`src/rtl/mips_mem_arbiter.sv`:
```
// mips_mem_arbiter: serialises MIPS fetch (IF) and data (DM) accesses onto one shared memory port.
// Ports:
//    clk_i, rst_ni                   clock (rising edge), asynchronous active-low reset
//    if_req_i/if_addr_i              fetch request; if_rdata_o/if_ack_o return the word
//    dm_req_i/dm_we_i/dm_addr_i/dm_wdata_i  data request; dm_rdata_o/dm_ack_o return load data
//    mem_req_o/mem_we_o/mem_addr_o/mem_wdata_o  registered memory strobe, held until mem_ready_i
//    mem_rdata_i/mem_ready_i         memory response
//    mem_timeout_o                   one-cycle pulse when an access is aborted
module mips_mem_arbiter #(
   parameter int AW = 32,
   parameter int DW = 32,
   parameter int MAX_DM_STREAK = 4,
   parameter int TIMEOUT = 64,
   parameter logic [DW-1:0] ERR_DATA = 32'hDEADBEEF
) (
   input  logic          clk_i,
   input  logic          rst_ni,
   input  logic          if_req_i,
   input  logic [AW-1:0] if_addr_i,
   output logic [DW-1:0] if_rdata_o,
   output logic          if_ack_o,
   input  logic          dm_req_i,
   input  logic          dm_we_i,
   input  logic [AW-1:0] dm_addr_i,
   input  logic [DW-1:0] dm_wdata_i,
   output logic [DW-1:0] dm_rdata_o,
   output logic          dm_ack_o,
   output logic          mem_req_o,
   output logic          mem_we_o,
   output logic [AW-1:0] mem_addr_o,
   output logic [DW-1:0] mem_wdata_o,
   input  logic [DW-1:0] mem_rdata_i,
   input  logic          mem_ready_i,
   output logic          mem_timeout_o
);
   localparam int SW = $clog2(MAX_DM_STREAK + 1);
   localparam int TW = $clog2(TIMEOUT);
   typedef enum logic [1:0] {IDLE, BUSY, RESP} state_e;
   state_e state_q, state_d;
   logic [SW-1:0] streak_q, streak_d;
   logic [TW-1:0] tcnt_q, tcnt_d;
   logic dm_gnt_q, dm_gnt_d, req_q, req_d, we_q, we_d, tout_q, tout_d, dm_win;
   logic [AW-1:0] addr_q, addr_d;
   logic [DW-1:0] wdata_q, wdata_d, if_rdata_q, if_rdata_d, dm_rdata_q, dm_rdata_d;
   // DM keeps priority until it has starved a waiting fetch MAX_DM_STREAK times in a row
   assign dm_win = dm_req_i && !(if_req_i && streak_q == SW'(MAX_DM_STREAK));
   always_comb begin
      state_d = state_q;
      streak_d = streak_q;
      tcnt_d = tcnt_q;
      dm_gnt_d = dm_gnt_q;
      req_d = req_q;
      we_d = we_q;
      addr_d = addr_q;
      wdata_d = wdata_q;
      if_rdata_d = if_rdata_q;
      dm_rdata_d = dm_rdata_q;
      tout_d = 1'b0;
      case (state_q)
         IDLE: if (dm_req_i || if_req_i) begin
            state_d = BUSY;
            req_d = 1'b1;
            dm_gnt_d = dm_win;
            addr_d = dm_win ? dm_addr_i : if_addr_i;
            we_d = dm_win && dm_we_i;
            wdata_d = dm_win ? dm_wdata_i : '0;
            // a DM win with if_req set implies streak < MAX, so +1 cannot overshoot
            streak_d = (dm_win && if_req_i) ? streak_q + 1'b1 : '0;
         end
         BUSY: begin
            tcnt_d = tcnt_q + 1'b1;
            if (mem_ready_i || tcnt_q == TW'(TIMEOUT - 1)) begin
               state_d = RESP;
               req_d = 1'b0;
               we_d = 1'b0;
               tout_d = !mem_ready_i;
               if (!we_q) begin
                  if_rdata_d = (!dm_gnt_q) ? (mem_ready_i ? mem_rdata_i : ERR_DATA) : if_rdata_q;
                  dm_rdata_d = dm_gnt_q ? (mem_ready_i ? mem_rdata_i : ERR_DATA) : dm_rdata_q;
               end
            end
         end
         default: begin
            state_d = IDLE;
            tcnt_d = '0;
         end
      endcase
   end
   always_ff @(posedge clk_i or negedge rst_ni) begin
      if (!rst_ni) begin
         state_q <= IDLE;
         streak_q <= '0;
         tcnt_q <= '0;
         dm_gnt_q <= 1'b0;
         req_q <= 1'b0;
         we_q <= 1'b0;
         addr_q <= '0;
         wdata_q <= '0;
         if_rdata_q <= '0;
         dm_rdata_q <= '0;
         tout_q <= 1'b0;
      end else begin
         state_q <= state_d;
         streak_q <= streak_d;
         tcnt_q <= tcnt_d;
         dm_gnt_q <= dm_gnt_d;
         req_q <= req_d;
         we_q <= we_d;
         addr_q <= addr_d;
         wdata_q <= wdata_d;
         if_rdata_q <= if_rdata_d;
         dm_rdata_q <= dm_rdata_d;
         tout_q <= tout_d;
      end
   end
   assign if_ack_o = state_q == RESP && !dm_gnt_q;
   assign dm_ack_o = state_q == RESP && dm_gnt_q;
   assign mem_req_o = req_q;
   assign mem_we_o = we_q;
   assign mem_addr_o = addr_q;
   assign mem_wdata_o = wdata_q;
   assign if_rdata_o = if_rdata_q;
   assign dm_rdata_o = dm_rdata_q;
   assign mem_timeout_o = tout_q;
endmodule

```
`config.mk`:
```
export PLATFORM = sky130hd
export DESIGN_NAME = mips_mem_arbiter
export DESIGN_NICKNAME = d
export VERILOG_FILES = /design/src/rtl/mips_mem_arbiter.sv
export SDC_FILE = /design/constraint.sdc
export NUM_CORES = 1
export LEC_CHECK = 0
export ABC_AREA = 1
export CORE_MARGIN = 2
export CORE_UTILIZATION = 55
export DETAILED_ROUTE_END_ITERATION = 12
export DONT_BUFFER_PORTS = 1
export MAX_ROUTING_LAYER = met4
export PLACE_DENSITY = 0.7
export SLEW_MARGIN = 5
export SYNTH_ARGS = -nofsm -noshare
export SYNTH_HDL_FRONTEND = slang
export SYNTH_SLANG_ARGS = --single-unit
export TNS_END_PERCENT = 20
```
`constraint.sdc`:
```
create_clock -name clk_i -period 2.2 [get_ports clk_i]
set_clock_uncertainty 0.05 [all_clocks]
set_input_delay 0.11 -clock clk_i [delete_from_list [all_inputs] [get_ports clk_i]]
set_output_delay 0.11 -clock clk_i [all_outputs]
set_load 0.05 [all_outputs]
```
[Word level (Yosys, flattened, before mapping)]
Index checks and enable logic that the tools add are counted.
Cells by class
  add/sub/neg operators: 2
  multiplexer cells: 15
  equality and inequality tests: 6
  bitwise logic cells: 2
  reductions and logical operators: 18
Operator list (number)
  two-way mux 32 bit: 3
  one-hot mux 6 bit (2 select lines): 1
  AND reduction 4 bit: 2
  adder 6 x 1 -> 6 bit, second input constant: 1
  equality test 6 bit, second input constant: 1
  logical AND 1 bit: 6
  two-way mux 1 bit: 5
  two-way mux 2 bit: 2
  != test 2 bit, second input constant: 2
  one-hot mux 1 bit (2 select lines): 2
  one-hot mux 2 bit (2 select lines): 1
  AND reduction 2 bit: 2
  adder 3 x 1 -> 3 bit, second input constant: 1
  equality test 3 bit, second input constant: 1
  zero test 1 bit: 3
  two-way mux 3 bit: 1
  AND reduction 3 bit: 1
  equality test 2 x 1 -> 1 bit, second input constant: 1
  equality test 2 bit, second input constant: 1
  zero test 2 bit: 1
  logical OR 1 bit: 2
  NOT 1 bit: 2
  nonzero test 2 bit: 1
Storage, ports and cells
  register bits after elaboration: 143
  input bits: 134
  logic and storage cells: 54

[Depth between registers and ports, before layout]
Gate-level depths: netlist (run 1).
  word-level depth: 7
  gate-level depth with buffers: 8
  mapped depth without buffers: 7

[Worst setup path before layout (run 1)]
Ideal clock, no wire load.
  path type: register to output
  start: register state_q[1]
  end: output dm_ack_o
  required time: 2.040 ns
  setup slack: 0.405 ns
  arrival time: 1.635 ns
  stages on the path, launching flop included: 3
  path through: dfrtp_1 > inv_1 > nor3_1
On the way
  longest elaborated chain between the ends: 2
RTL lines
  from (decl): RTL line 39  | state_e state_q, state_d;
  from (signal assigned): RTL line 103  | state_q <= state_d;
  equality test 2 bit: RTL line 117  | assign dm_ack_o = state_q == RESP && dm_gnt_q;
  logical AND 1 bit: RTL line 117
  to (decl): RTL line 27  | output logic dm_ack_o,
Every way passes these cells.

[Worst setup path in the final report (run 1)]
  start: register state_q[0]
  end: register streak_q[1]
On the way
  longest elaborated chain between the ends: 2
RTL lines
  zero test 2 bit: RTL line 59  | case (state_q)
  AND reduction 2 bit (no line)
  to (signal assigned): RTL line 104  | streak_q <= streak_d;
  to (decl): RTL line 40  | logic [SW-1:0] streak_q, streak_d;
Every way passes these cells.
A chain may end at the register's enable or synchronous reset.

==> impl_metrics.py, run 1 <==
metrics = {
    "global_route": {
        "grt_max_degree": 144,
        "gr-total-overflow": 0,
        "grt_pass1_vias": 5855,
        "grt_pass1_wl_um": 30200,
        "antenna_found_initial": 0,
        "grt_util_all_layers_pct": 31.7,
    },
    "detailed_routing": {
        "topRoutingLayerUsed": "met4",
        "drtIter0Drc": 627,
        "firstDrtPassIters": 5,
        "drc_errors": 0,
        "postRouteAntennaNets": 0,
        "viasPerCell": 5.70,
        "drt-met1-wl_um": 7190,
        "wl_um": 19000,
        "wl_met2_um": 9430,
        "wl_per_cell_um": 18.7,
        "vias": 5798,
        "wl_met3_um": 1700,
    },
    "timing": {
        "finalHoldViolCount": 143,
        "min_period_ns": 2.04,
        "slew_headroom_pct": 45.5,
        "fmax_ghz": 0.490,
        "fin_crit_sh_pct": 92.8,
        "tns_ns": 0,
        "finalSetupViolCount": 0,
        "worst_hold_slack_ns": -0.660,
        "finalMaxSlewViolations": 0,
        "worst_slew_pin_slew_ns": 0.817,
        "rsz0062_at_grt": "false",
    },
    "floorplan": {
        "ios": 267,
        "die_area_um2": 12300,
        "rows": 38,
        "die_y_um": 111,
        "die_w_um": 111,
        "design.core.area_um2": 11000,
        "start_util_pct": 57.1,
    },
    "placement": {
        "place_congestion": 0.867,
        "port_buffers": 0,
        "dp_hpwl_um": 10300,
    },
    "power": {
        "p_leak_nw": 4.18,
        "p_comb_share_pct": 20.6,
        "clkPwrFrac_pct": 19.3,
        "power.density_nw_per_um2": 1790,
        "power_mw": 14.9,
        "switchingPower_mw": 8.29,
        "ir_drop_uv": 1070,
        "swShare_pct": 55.8,
        "seq_power_share_pct": 60.1,
        "intPower_mw": 6.57,
    },
    "status": {
        "status": "finished, violations left",
        "violations": "hold timing",
    },
    "cells_and_area": {
        "layout.nets": 1001,
        "antennaDiodeCount": 0,
        "fillers": 727,
        "area_growth_pct": 32.3,
        "drive_gt1_share_pct": 6.50,
        "final_cell_mix": "nand2_1 (304), dfrtp_1 (143), dlygate4sd3_1 (134)",
        "layout_commonest_cell": "nand2_1",
    },
    "clock_tree": {
        "cts_num_sinks": 143,
        "numCtsBuffers": 17,
        "postCtsSetupBuffers": 0,
        "h-tree-depth": 4,
        "clockBufferDepth": 2,
        "root_buffer": "clkbuf_16",
        "cts_resized": 0,
        "clk_pin_slew_worst_paths_ns": 0.06,
        "insertion_delay_ns": 0.41,
        "cts_tree": "yes",
        "hold_buffers": 135,
    },
    "setup_path": {
        "max_stage_delay_ns": 0.57,
        "end_kind": "flop",
        "path_buf_inv": 1,
        "critPathMaxFanout": 20,
        "crit_top_cell": "nor2_4",
        "cp_slowest_cell": "dlygate4sd3_1",
        "path_delay_family": "buffers and inverters",
        "crit_type": "reg2reg",
        "required_ns": 2.49,
        "critical_path.startpoint_type": "flop",
        "cp_data_arrival_time_ns": 2.33,
        "crit_chain": "nor2_4, o21ai_4, nor2_4, nand3_1, dlygate4sd3_1, o21ai_1",
    },
    "logic_synthesis": {
        "synth_top_area_cell": "dfrtp_1",
        "yosys.area_share.adder_pct": 0.599,
        "synth_area_leaders": "dfrtp_1 (57%), nand2_1 (18%), nand4_1 (6.5%)",
        "synth_xor_area_share_pct": 0.140,
        "synth-compound-area-share_pct": 6.43,
        "ys_seq_elements": 143,
        "yosysWarnings": 0,
        "synth_cell_type_count": 25,
        "synth_top_family_by_area": "simple AND/OR/NAND/NOR gates",
        "syn_nets": 882,
        "syn_area_um2": 6270,
        "syn_area_per_cell_um2": 8.41,
        "synth_mux_area_share_pct": 0,
        "ys_seq_area_share_pct": 57.1,
        "synth-simple-area-share_pct": 28.8,
        "syn_inst": 745,
        "synth_top_area_share_pct": 57.1,
    },
    "worst_hold_path": {
        "min_path_type": "in2async",
    },
    "flow_run": {
        "maxCapViolations": 0,
    },
}
area by class of cell:
class	count	area, um^2	area share, %
clock buffers	20	457	5.51
clock inverters	12	134	1.62
inverters	46	173	2.08
multi-input cells	507	2280	27.5
flip-flops and latches	143	3580	43.2
well taps	140	175	2.11
repair buffers	149	1490	18.0
cells by family after synthesis:
kind of cell	count (synthesis)
AO/OA/AOI/OAI	77
XOR/XNOR	1
adder cells (fa/ha/maj)	3
buffers and inverters	96
flip-flops	143
AND/OR/NAND/NOR	425
worst paths after layout:
kind                                        startpoint                    endpoint  slack (ns)  depth (start not counted)
worst max-delay path            state_q[0]$_DFFE_PN0P_     streak_q[1]$_DFFE_PN0P_        0.16                          6
worst min-delay path                            rst_ni  dm_rdata_o[25]$_DFFE_PN0P_       -0.66                          0
worst max register to register  state_q[0]$_DFFE_PN0P_     streak_q[1]$_DFFE_PN0P_        0.16                          6
worst min register to register   tcnt_q[4]$_DFFE_PN0P_       tcnt_q[4]$_DFFE_PN0P_        0.45                          1
max in group asynchronous                       rst_ni  mem_addr_o[22]$_DFFE_PN0P_        2.58                          0
min in group clk_i                            dm_req_i  mem_wdata_o[5]$_DFFE_PN0P_        0.01                          3
synth_stat cells:
library cell and instances:
clkbuf_1 15, dfrtp_1 143, nand2_1 304, o21bai_1 1
nand2_2 1, buf_2 18, nand3_1 10, nor3_1 4
buf_1 3, o21bai_2 1, ha_1 3, nor2_4 3
inv_2 2, xor2_1 1, a21oi_1 66, a22o_1 1
o21ai_1 2, a31oi_1 1, buf_4 14, nor2_1 37
o21ai_0 4, nand4_1 65, nor4_1 1, inv_1 44
o21ai_2 1
per-layer routing:
| metal | vias to the layer above | global-route usage [%] |
|---|---|---|
| met5 | - | - |
| met4 | 0 | 15.6 |
| met3 | 65 | 8.69 |
| met2 | 370 | 50.5 |
| met1 | 2724 | 37.5 |
| li1 | 2639 | - |
power groups by stage:
stage	logic [mW]	registers [mW]	clock network, mW
2_1_floorplan	2.23	8.58	0
3_3_place_gp	2.58	8.93	0
3_5_place_dp	2.72	8.94	0
4_1_cts	2.93	8.91	2.88
5_1_grt	3.43	9.06	3.02
6_report	3.07	8.93	2.86
metrics by stage:
stage | util (%) | instance area (um^2) | cells | setup WS [ns] | hold WS [ns]
floorplan | - | 6270 | 745 | 0.405 | -0.236
CTS | 75.4 | 8280 | 1016 | 0.0589 | -0.673
detailed placement | 57.6 | 6330 | 849 | 0.305 | -0.233
finish | 75.5 | 8290 | 1017 | 0.158 | -0.660
global route | 75.5 | 8290 | 1017 | 0.00960 | -0.684
global placement | 57.6 | 6330 | 849 | 0.376 | -0.232
registers in the layout, indices dropped and copies added (netlist names):
name           flops
dm_rdata_o        32
mem_addr_o        32
mem_wdata_o       32
mem_we_o           1
tcnt_q             6
mem_req_o          1
if_rdata_o        32
dm_gnt_q           1
streak_q           3
mem_timeout_o      1
state_q            2
Note: power is estimated with default switching activity, not from simulation.
==> run 2: changes to the inputs <==
Settings changed: HOLD_SLACK_MARGIN set to 0.08.
==> run 2 against run 1 <==
The flow still finishes with violations (hold timing); worst setup slack gained 0.0097 ns; register-to-register slack is essentially flat; die area is the same; sequential power is essentially flat; hold slack is essentially flat; combinational power is essentially flat; critical endpoint unchanged; non-clock buffer count grew 5; utilization grew 0.46 points; clock-buffer cell count is the same; total power is essentially flat.
==> impl_metrics.py, run 2 (synthesis gave the netlist of run 1 again) <==
metrics = {
    "detailed_routing": {
        "wl_per_cell_um": 18.6,
        "postRouteAntennaNets": 0,
        "drtIter0Drc": 637,
        "viasPerCell": 5.71,
        "drc_errors": 0,
        "firstDrtPassIters": 7,
        "wl_um": 19000,
        "vias": 5834,
    },
    "setup_path": {
        "reg2reg_from": "state_q[0]$_DFFE_PN0P_",
        "reg2regPathDepth": 6,
        "required_ns": 2.49,
        "critPathMaxFanout": 20,
        "reg2reg_to": "streak_q[1]$_DFFE_PN0P_",
        "crit_type": "reg2reg",
        "rrSetupSlack_ns": 0.17,
        "critical_path.startpoint_type": "flop",
        "end_kind": "flop",
        "cp_data_arrival_time_ns": 2.32,
    },
    "global_route": {
        "grt_pass1_vias": 5914,
        "grt_pass1_wl_um": 30400,
        "grt_util_all_layers_pct": 31.9,
        "grt_max_degree": 144,
        "gr-total-overflow": 0,
        "antenna_found_initial": 0,
    },
    "cells_and_area": {
        "drive_gt1_share_pct": 6.46,
        "area_growth_pct": 33.1,
        "fin_util_pct": 75.9,
        "layout.nets": 1006,
        "regArea_um2": 3580,
        "antennaDiodeCount": 0,
        "final_cell_mix": "nand2_1 (304), dfrtp_1 (143), dlygate4sd3_1 (139)",
        "layout_commonest_cell": "nand2_1",
        "multi_input_area_um2": 2280,
        "fillers": 716,
    },
    "placement": {
        "port_buffers": 0,
        "place_congestion": 0.867,
        "dp_hpwl_um": 10300,
    },
    "clock_tree": {
        "clk_pin_slew_worst_paths_ns": 0.06,
        "root_buffer": "clkbuf_16",
        "cts_num_sinks": 143,
        "numCtsBuffers": 17,
        "postCtsSetupBuffers": 0,
        "cts_resized": 0,
        "h-tree-depth": 4,
        "insertion_delay_ns": 0.41,
        "cts_tree": "yes",
        "hold_buffers": 140,
        "clockBufferDepth": 2,
    },
    "status": {
        "status": "finished, violations left",
        "violations": "hold timing",
    },
    "timing": {
        "tns_ns": 0,
        "fmax_ghz": 0.492,
        "min_period_ns": 2.03,
        "finalSetupViolCount": 0,
        "worst_slew_pin_slew_ns": 0.806,
        "rsz0062_at_grt": "false",
        "slew_headroom_pct": 46.3,
        "worst_hold_slack_ns": -0.659,
        "finalMaxSlewViolations": 0,
        "finalHoldViolCount": 143,
        "fin_crit_sh_pct": 92.4,
    },
    "floorplan": {
        "ios": 267,
        "die_area_um2": 12300,
        "design.core.area_um2": 11000,
        "rows": 38,
        "die_w_um": 111,
        "start_util_pct": 57.1,
        "die_y_um": 111,
    },
    "power": {
        "p_leak_nw": 4.19,
        "power.density_nw_per_um2": 1780,
        "ir_drop_uv": 1070,
    },
    "flow_run": {
        "maxCapViolations": 0,
    },
    "worst_hold_path": {
        "min_path_type": "in2async",
    },
}
-- run 2: changes by cell type in the layout (fill, tap and decap cells not counted) --
cell / change
dlygate4sd3_1: +5
-- run 2: worst max-delay path, stage by stage (launching register included) --
cell           delay (ns)
dfrtp_1              0.49
nor2_4               0.23
o21ai_4              0.21
nor2_4               0.23
nand3_1              0.09
dlygate4sd3_1        0.57
o21ai_1              0.08
-- run 2: where the power goes --
group	internal, mW	total [mW]	leakage [nW]	switching, mW
combinational	1.06	3.07	2.15	2.01
clock	1.73	2.85	0.275	1.12
sequential	3.77	8.93	1.77	5.16
total	6.57	14.9	4.19	8.29
-- run 2: routing by layer --
metal	vias to the layer above	GRT usage, %	share of wire [%]
met5	-	-	0
met4	0	15.8	3.9
met3	67	9.13	9.1
met2	376	50.8	50
met1	2743	37.3	37
li1	2648	-	-
-- run 2: worst max path at each step --
stage	from	endpoint	slack (ns)	cells after the start
floorplan	state_q[1]$_DFFE_PN0P_	dm_ack_o	0.40	2
global placement	tcnt_q[0]$_DFFE_PN0P_	if_rdata_o[19]$_DFFE_PN0P_	0.38	6
detailed placement	tcnt_q[0]$_DFFE_PN0P_	dm_rdata_o[5]$_DFFE_PN0P_	0.30	6
CTS	if_req_i	streak_q[1]$_DFFE_PN0P_	0.03	6
global route	state_q[0]$_DFFE_PN0P_	streak_q[1]$_DFFE_PN0P_	0.02	6
finish	state_q[0]$_DFFE_PN0P_	streak_q[1]$_DFFE_PN0P_	0.17	6
-- run 2: layout make-up --
class | count | share of cell area [%]
Clock buffer | 20 | 5.48
Timing Repair Buffer | 154 | 18.5
Sequential cell | 143 | 42.9
Tap cell | 140 | 2.10
Multi-Input combinational cell | 507 | 27.4
Inverter | 46 | 2.07
Clock inverter | 12 | 1.61
-- run 2: through the flow --
step | setup slack (ns) | cells | hold slack (ns) | total power [mW] | instance area [um^2]
after global routing | 0.0223 | 1022 | -0.684 | 15.5 | 8340
final | 0.167 | 1022 | -0.659 | 14.9 | 8340
after CTS | 0.0298 | 1021 | -0.673 | 14.7 | 8330
after global placement | 0.376 | 849 | -0.232 | 11.5 | 6330
after detailed placement | 0.305 | 849 | -0.233 | 11.7 | 6330
after floorplan | 0.405 | 745 | -0.236 | 10.8 | 6270
==> run 3: changes to the inputs <==
Settings changed: ABC_AREA 1 to not set.
==> run 3 against run 2 <==
Synthesized area down 4.7%; synthesized cell count down 25%; the run now fails in clock tree synthesis (4_1_cts).
==> impl_metrics.py, run 3 <==
metrics = {
    "logic_synthesis": {
        "syn_area_per_cell_um2": 10.7,
        "async_flop_share_pct": 100,
        "synth_cell_type_count": 33,
        "syn_nets": 694,
        "synth_top_area_share_pct": 59.9,
        "yosys.cell_count.top_type": "dfrtp_1",
        "yosysWarnings": 0,
        "ys.flop_type": "dfrtp_1",
        "synth_area_leaders": "dfrtp_1 (60%), nand2_1 (8.5%), mux2_2 (6.4%)",
        "synth_top_area_cell": "dfrtp_1",
        "synth-compound-area-share_pct": 4.88,
        "synth_top_family_by_area": "simple AND/OR/NAND/NOR gates",
        "synth_commonest_cells": "dfrtp_1 (143), nand2_1 (136), nor2_1 (40)",
        "synth_xor_area_share_pct": 0.587,
        "syn_inst": 557,
        "ys_seq_area_share_pct": 59.9,
        "yosys.area_share.adder_pct": 0.629,
        "ys_seq_elements": 143,
        "syn_area_um2": 5970,
        "synth_mux_area_share_pct": 12.2,
        "synth-simple-area-share_pct": 18.9,
        "synth-edff-count": 0,
    },
    "status": {
        "status": "aborted with a tool error",
        "error_line": "[ERROR RSZ-0060] Max buffer count reached.",
        "lastStage": "clock tree synthesis (4_1_cts)",
    },
    "placement": {
        "placed_cells": 673,
        "port_buffers": 0,
        "dp_hpwl_um": 8650,
        "place_congestion": 0.789,
    },
    "floorplan": {
        "die_y_um": 108,
        "ios": 267,
        "rows": 38,
        "die_w_um": 108,
        "start_util_pct": 55.8,
    },
    "clock_tree": {
        "postCtsSetupBuffers": 0,
        "root_buffer": "clkbuf_8",
        "hold_buffers": 142,
        "h-tree-depth": 4,
        "cts_num_sinks": 143,
        "numCtsBuffers": 17,
        "clockBufferDepth": 2,
        "cts_resized": 0,
    },
}
-- run 3: cell types whose count changed after synthesis, sizes merged, moves of 31 or more --
cell / previous run / this run
nand2: 305 / 136
a31oi: 1 / 32
inv: 46 / 5
a21oi: 66 / 1
mux2: 0 / 64
nand4: 65 / 4
-- run 3: metrics by stage --
| step | cell area [um^2] | worst slack, ns |
|---|---|---|
| 2_1_floorplan | 5970 | 0.183 |
| 3_5_place_dp | 6140 | 0.233 |
| 3_3_place_gp | 6140 | 0.289 |
-- run 3: kinds of logic after synthesis --
group	count (synthesis)
and+or+nand+nor	256
buffers and inverters	42
adders and majority gates	3
muxes	65
DFF	143
xor gates and xnor gates	4
AOI/OAI and AO/OA	44
==> run 4: changes to the inputs <==
Settings changed: CORE_UTILIZATION 55 to 40, HOLD_SLACK_MARGIN 0.08 to not set, MAX_ROUTING_LAYER met4 to not set, PLACE_DENSITY 0.7 to not set, PLACE_DENSITY_LB_ADDON set to 0.15.
==> run 4 against run 3 <==
The flow now finishes, with violations (hold timing); synthesized area unchanged; synthesized cell count unchanged.
==> impl_metrics.py, run 4 <==
metrics = {
    "status": {
        "status": "finished, violations left",
        "violations": "hold timing",
    },
    "worst_hold_path": {
        "min_path_type": "in2async",
    },
    "timing": {
        "min_period_ns": 1.99,
        "rsz0062_at_grt": "false",
        "fin_crit_sh_pct": 90.6,
        "slew_headroom_pct": 39.4,
        "fmax_ghz": 0.501,
        "finalMaxSlewViolations": 0,
        "finalHoldViolCount": 143,
        "tns_ns": 0,
        "worst_slew_pin_slew_ns": 0.909,
        "worst_hold_slack_ns": -0.661,
        "finalSetupViolCount": 0,
    },
    "detailed_routing": {
        "wl_um": 15200,
        "postRouteAntennaNets": 0,
        "drc_errors": 0,
        "vias": 4585,
        "wl_per_cell_um": 17.1,
        "viasPerCell": 5.16,
        "firstDrtPassIters": 4,
        "drtIter0Drc": 274,
    },
    "setup_path": {
        "reg2regPathDepth": 6,
        "crit_start": "tcnt_q[0]$_DFFE_PN0P_",
        "critPathMaxFanout": 32,
        "required_ns": 2.44,
        "critical_path.startpoint_type": "flop",
        "path_depth": 6,
        "end_kind": "flop",
        "reg2reg_from": "tcnt_q[0]$_DFFE_PN0P_",
        "max_stage_delay_ns": 0.38,
        "cp_slowest_cell": "dfrtp_1",
        "cp_data_arrival_time_ns": 2.24,
        "reg2reg_to": "dm_rdata_o[19]$_DFFE_PN0P_",
        "crit_chain": "ha_1, nand4_1, o41ai_4, nand3b_2, buf_12, mux2_1",
        "path_delay_family": "flip-flops",
        "path_buf_inv": 1,
        "crit_end": "dm_rdata_o[19]$_DFFE_PN0P_",
        "rrSetupSlack_ns": 0.21,
        "crit_type": "reg2reg",
    },
    "cells_and_area": {
        "final_cell_area_um2": 8230,
        "layout_commonest_cell": "dfrtp_1",
        "fillers": 1190,
        "area_growth_pct": 37.7,
        "final_cell_mix": "dfrtp_1 (143), nand2_1 (136), dlygate4sd3_1 (133)",
        "layout.nets": 829,
        "drive_gt1_share_pct": 13.1,
        "antennaDiodeCount": 0,
    },
    "logic_synthesis": {
        "async_flop_share_pct": 100,
        "syn_nets": 694,
        "synth_top_area_share_pct": 59.9,
        "synth-edff-count": 0,
        "syn_area_um2": 5970,
        "synth_top_area_cell": "dfrtp_1",
        "syn_area_per_cell_um2": 10.7,
        "ys_seq_elements": 143,
        "syn_inst": 557,
        "ys_seq_area_share_pct": 59.9,
        "synth_commonest_cells": "dfrtp_1 (143), nand2_1 (136), nor2_1 (40)",
        "yosysWarnings": 0,
        "ys.flop_type": "dfrtp_1",
        "yosys.cell_count.top_type": "dfrtp_1",
        "synth_area_leaders": "dfrtp_1 (60%), nand2_1 (8.5%), mux2_2 (6.4%)",
        "synth_cell_type_count": 33,
    },
    "global_route": {
        "grt_pass1_wl_um": 24500,
        "gr-total-overflow": 0,
        "grt_max_degree": 144,
        "antenna_found_initial": 0,
        "grt_pass1_vias": 4879,
        "grt_util_all_layers_pct": 19.2,
    },
    "floorplan": {
        "die_y_um": 126,
        "die_area_um2": 15900,
        "rows": 44,
        "start_util_pct": 41.1,
        "ios": 267,
        "die_w_um": 126,
        "design.core.area_um2": 14500,
    },
    "flow_run": {
        "maxCapViolations": 0,
    },
    "clock_tree": {
        "cts_num_sinks": 143,
        "numCtsBuffers": 17,
        "h-tree-depth": 4,
        "cts_resized": 0,
        "hold_buffers": 134,
        "insertion_delay_ns": 0.42,
        "clockBufferDepth": 2,
        "postCtsSetupBuffers": 0,
        "clk_pin_slew_worst_paths_ns": 0.06,
        "cts_tree": "yes",
        "root_buffer": "clkbuf_16",
    },
    "power": {
        "power.density_nw_per_um2": 1760,
        "ir_drop_uv": 800,
        "p_leak_nw": 3.63,
    },
    "placement": {
        "placed_area_um2": 6260,
        "port_buffers": 0,
        "place_congestion": 0.759,
        "dp_hpwl_um": 9090,
    },
}
==> run 4: cell counts after synthesis <==
No cell type changed its count.
==> run 4: worst reg2reg max path: cells and delay by family, from the launching register on <==
family,cells,cell delay [ns]
flops,1,0.38
buf+inv,1,0.20
simple gates,2,0.32
fa+ha+maj,1,0.20
compound gates,1,0.37
mux,1,0.36
==> run 4: worst min-delay path by stage <==
stage	slack (ns)	endpoint
floorplan	-0.24	dm_gnt_q$_DFFE_PN0P_
global placement	-0.23	if_rdata_o[14]$_DFFE_PN0P_
detailed placement	-0.23	dm_rdata_o[14]$_DFFE_PN0P_
CTS	-0.68	dm_rdata_o[14]$_DFFE_PN0P_
global route	-0.69	if_rdata_o[14]$_DFFE_PN0P_
finish	-0.66	dm_rdata_o[14]$_DFFE_PN0P_
==> run 4: per-stage QoR <==
step / std cells / utilization [%] / power [mW] / setup slack (ns)
global route: 888 / 56.6 / 15.1 / 0.0858
detailed placement: 723 / 43.0 / 11.3 / 0.207
floorplan: 557 / - / 10.5 / 0.183
CTS: 888 / 56.6 / 14.5 / 0.197
global placement: 723 / 43.0 / 11.2 / 0.286
finish: 888 / 56.6 / 14.5 / 0.206
==> run 4: final cells by class <==
class                   count  area [um^2]  share of cell area (%)
flip-flops and latches    143         3580                    43.5
multi-input cells         372         2240                    27.2
repair buffers            153         1540                    18.8
clock buffers              17          425                    5.17
well taps                 184          230                    2.80
clock inverters            14          193                    2.34
inverters                   5         18.8                   0.228
==> run 4: cells by family (layout without fill, tap and decap cells) <==
| logic type | count (synthesis) | after routing | synth area share (%) |
|---|---|---|---|
| flip-flops | 143 | 143 | 59.9 |
| XOR/XNOR | 4 | 4 | 0.587 |
| multiplexers | 65 | 65 | 12.2 |
| buffers and inverters | 42 | 189 | 2.83 |
| AO/OA/AOI/OAI | 44 | 44 | 4.88 |
| adder cells (fa/ha/maj) | 3 | 3 | 0.629 |
| AND/OR/NAND/NOR | 256 | 256 | 18.9 |
==> run 4: power by group <==
part | total (mW) | leakage, nW | switching (mW) | internal, mW
Combinational | 2.51 | 1.64 | 1.25 | 1.26
Sequential | 8.96 | 1.69 | 5.16 | 3.80
Clock | 2.99 | 0.295 | 1.10 | 1.89
==> run 4: metal layers <==
layer / global-route usage, % / routed length, um
met1: 22.3 / 6020
met2: 31.5 / 7350
met5: 0 / 0
met3: 7.65 / 1390
met4: 8.53 / 405
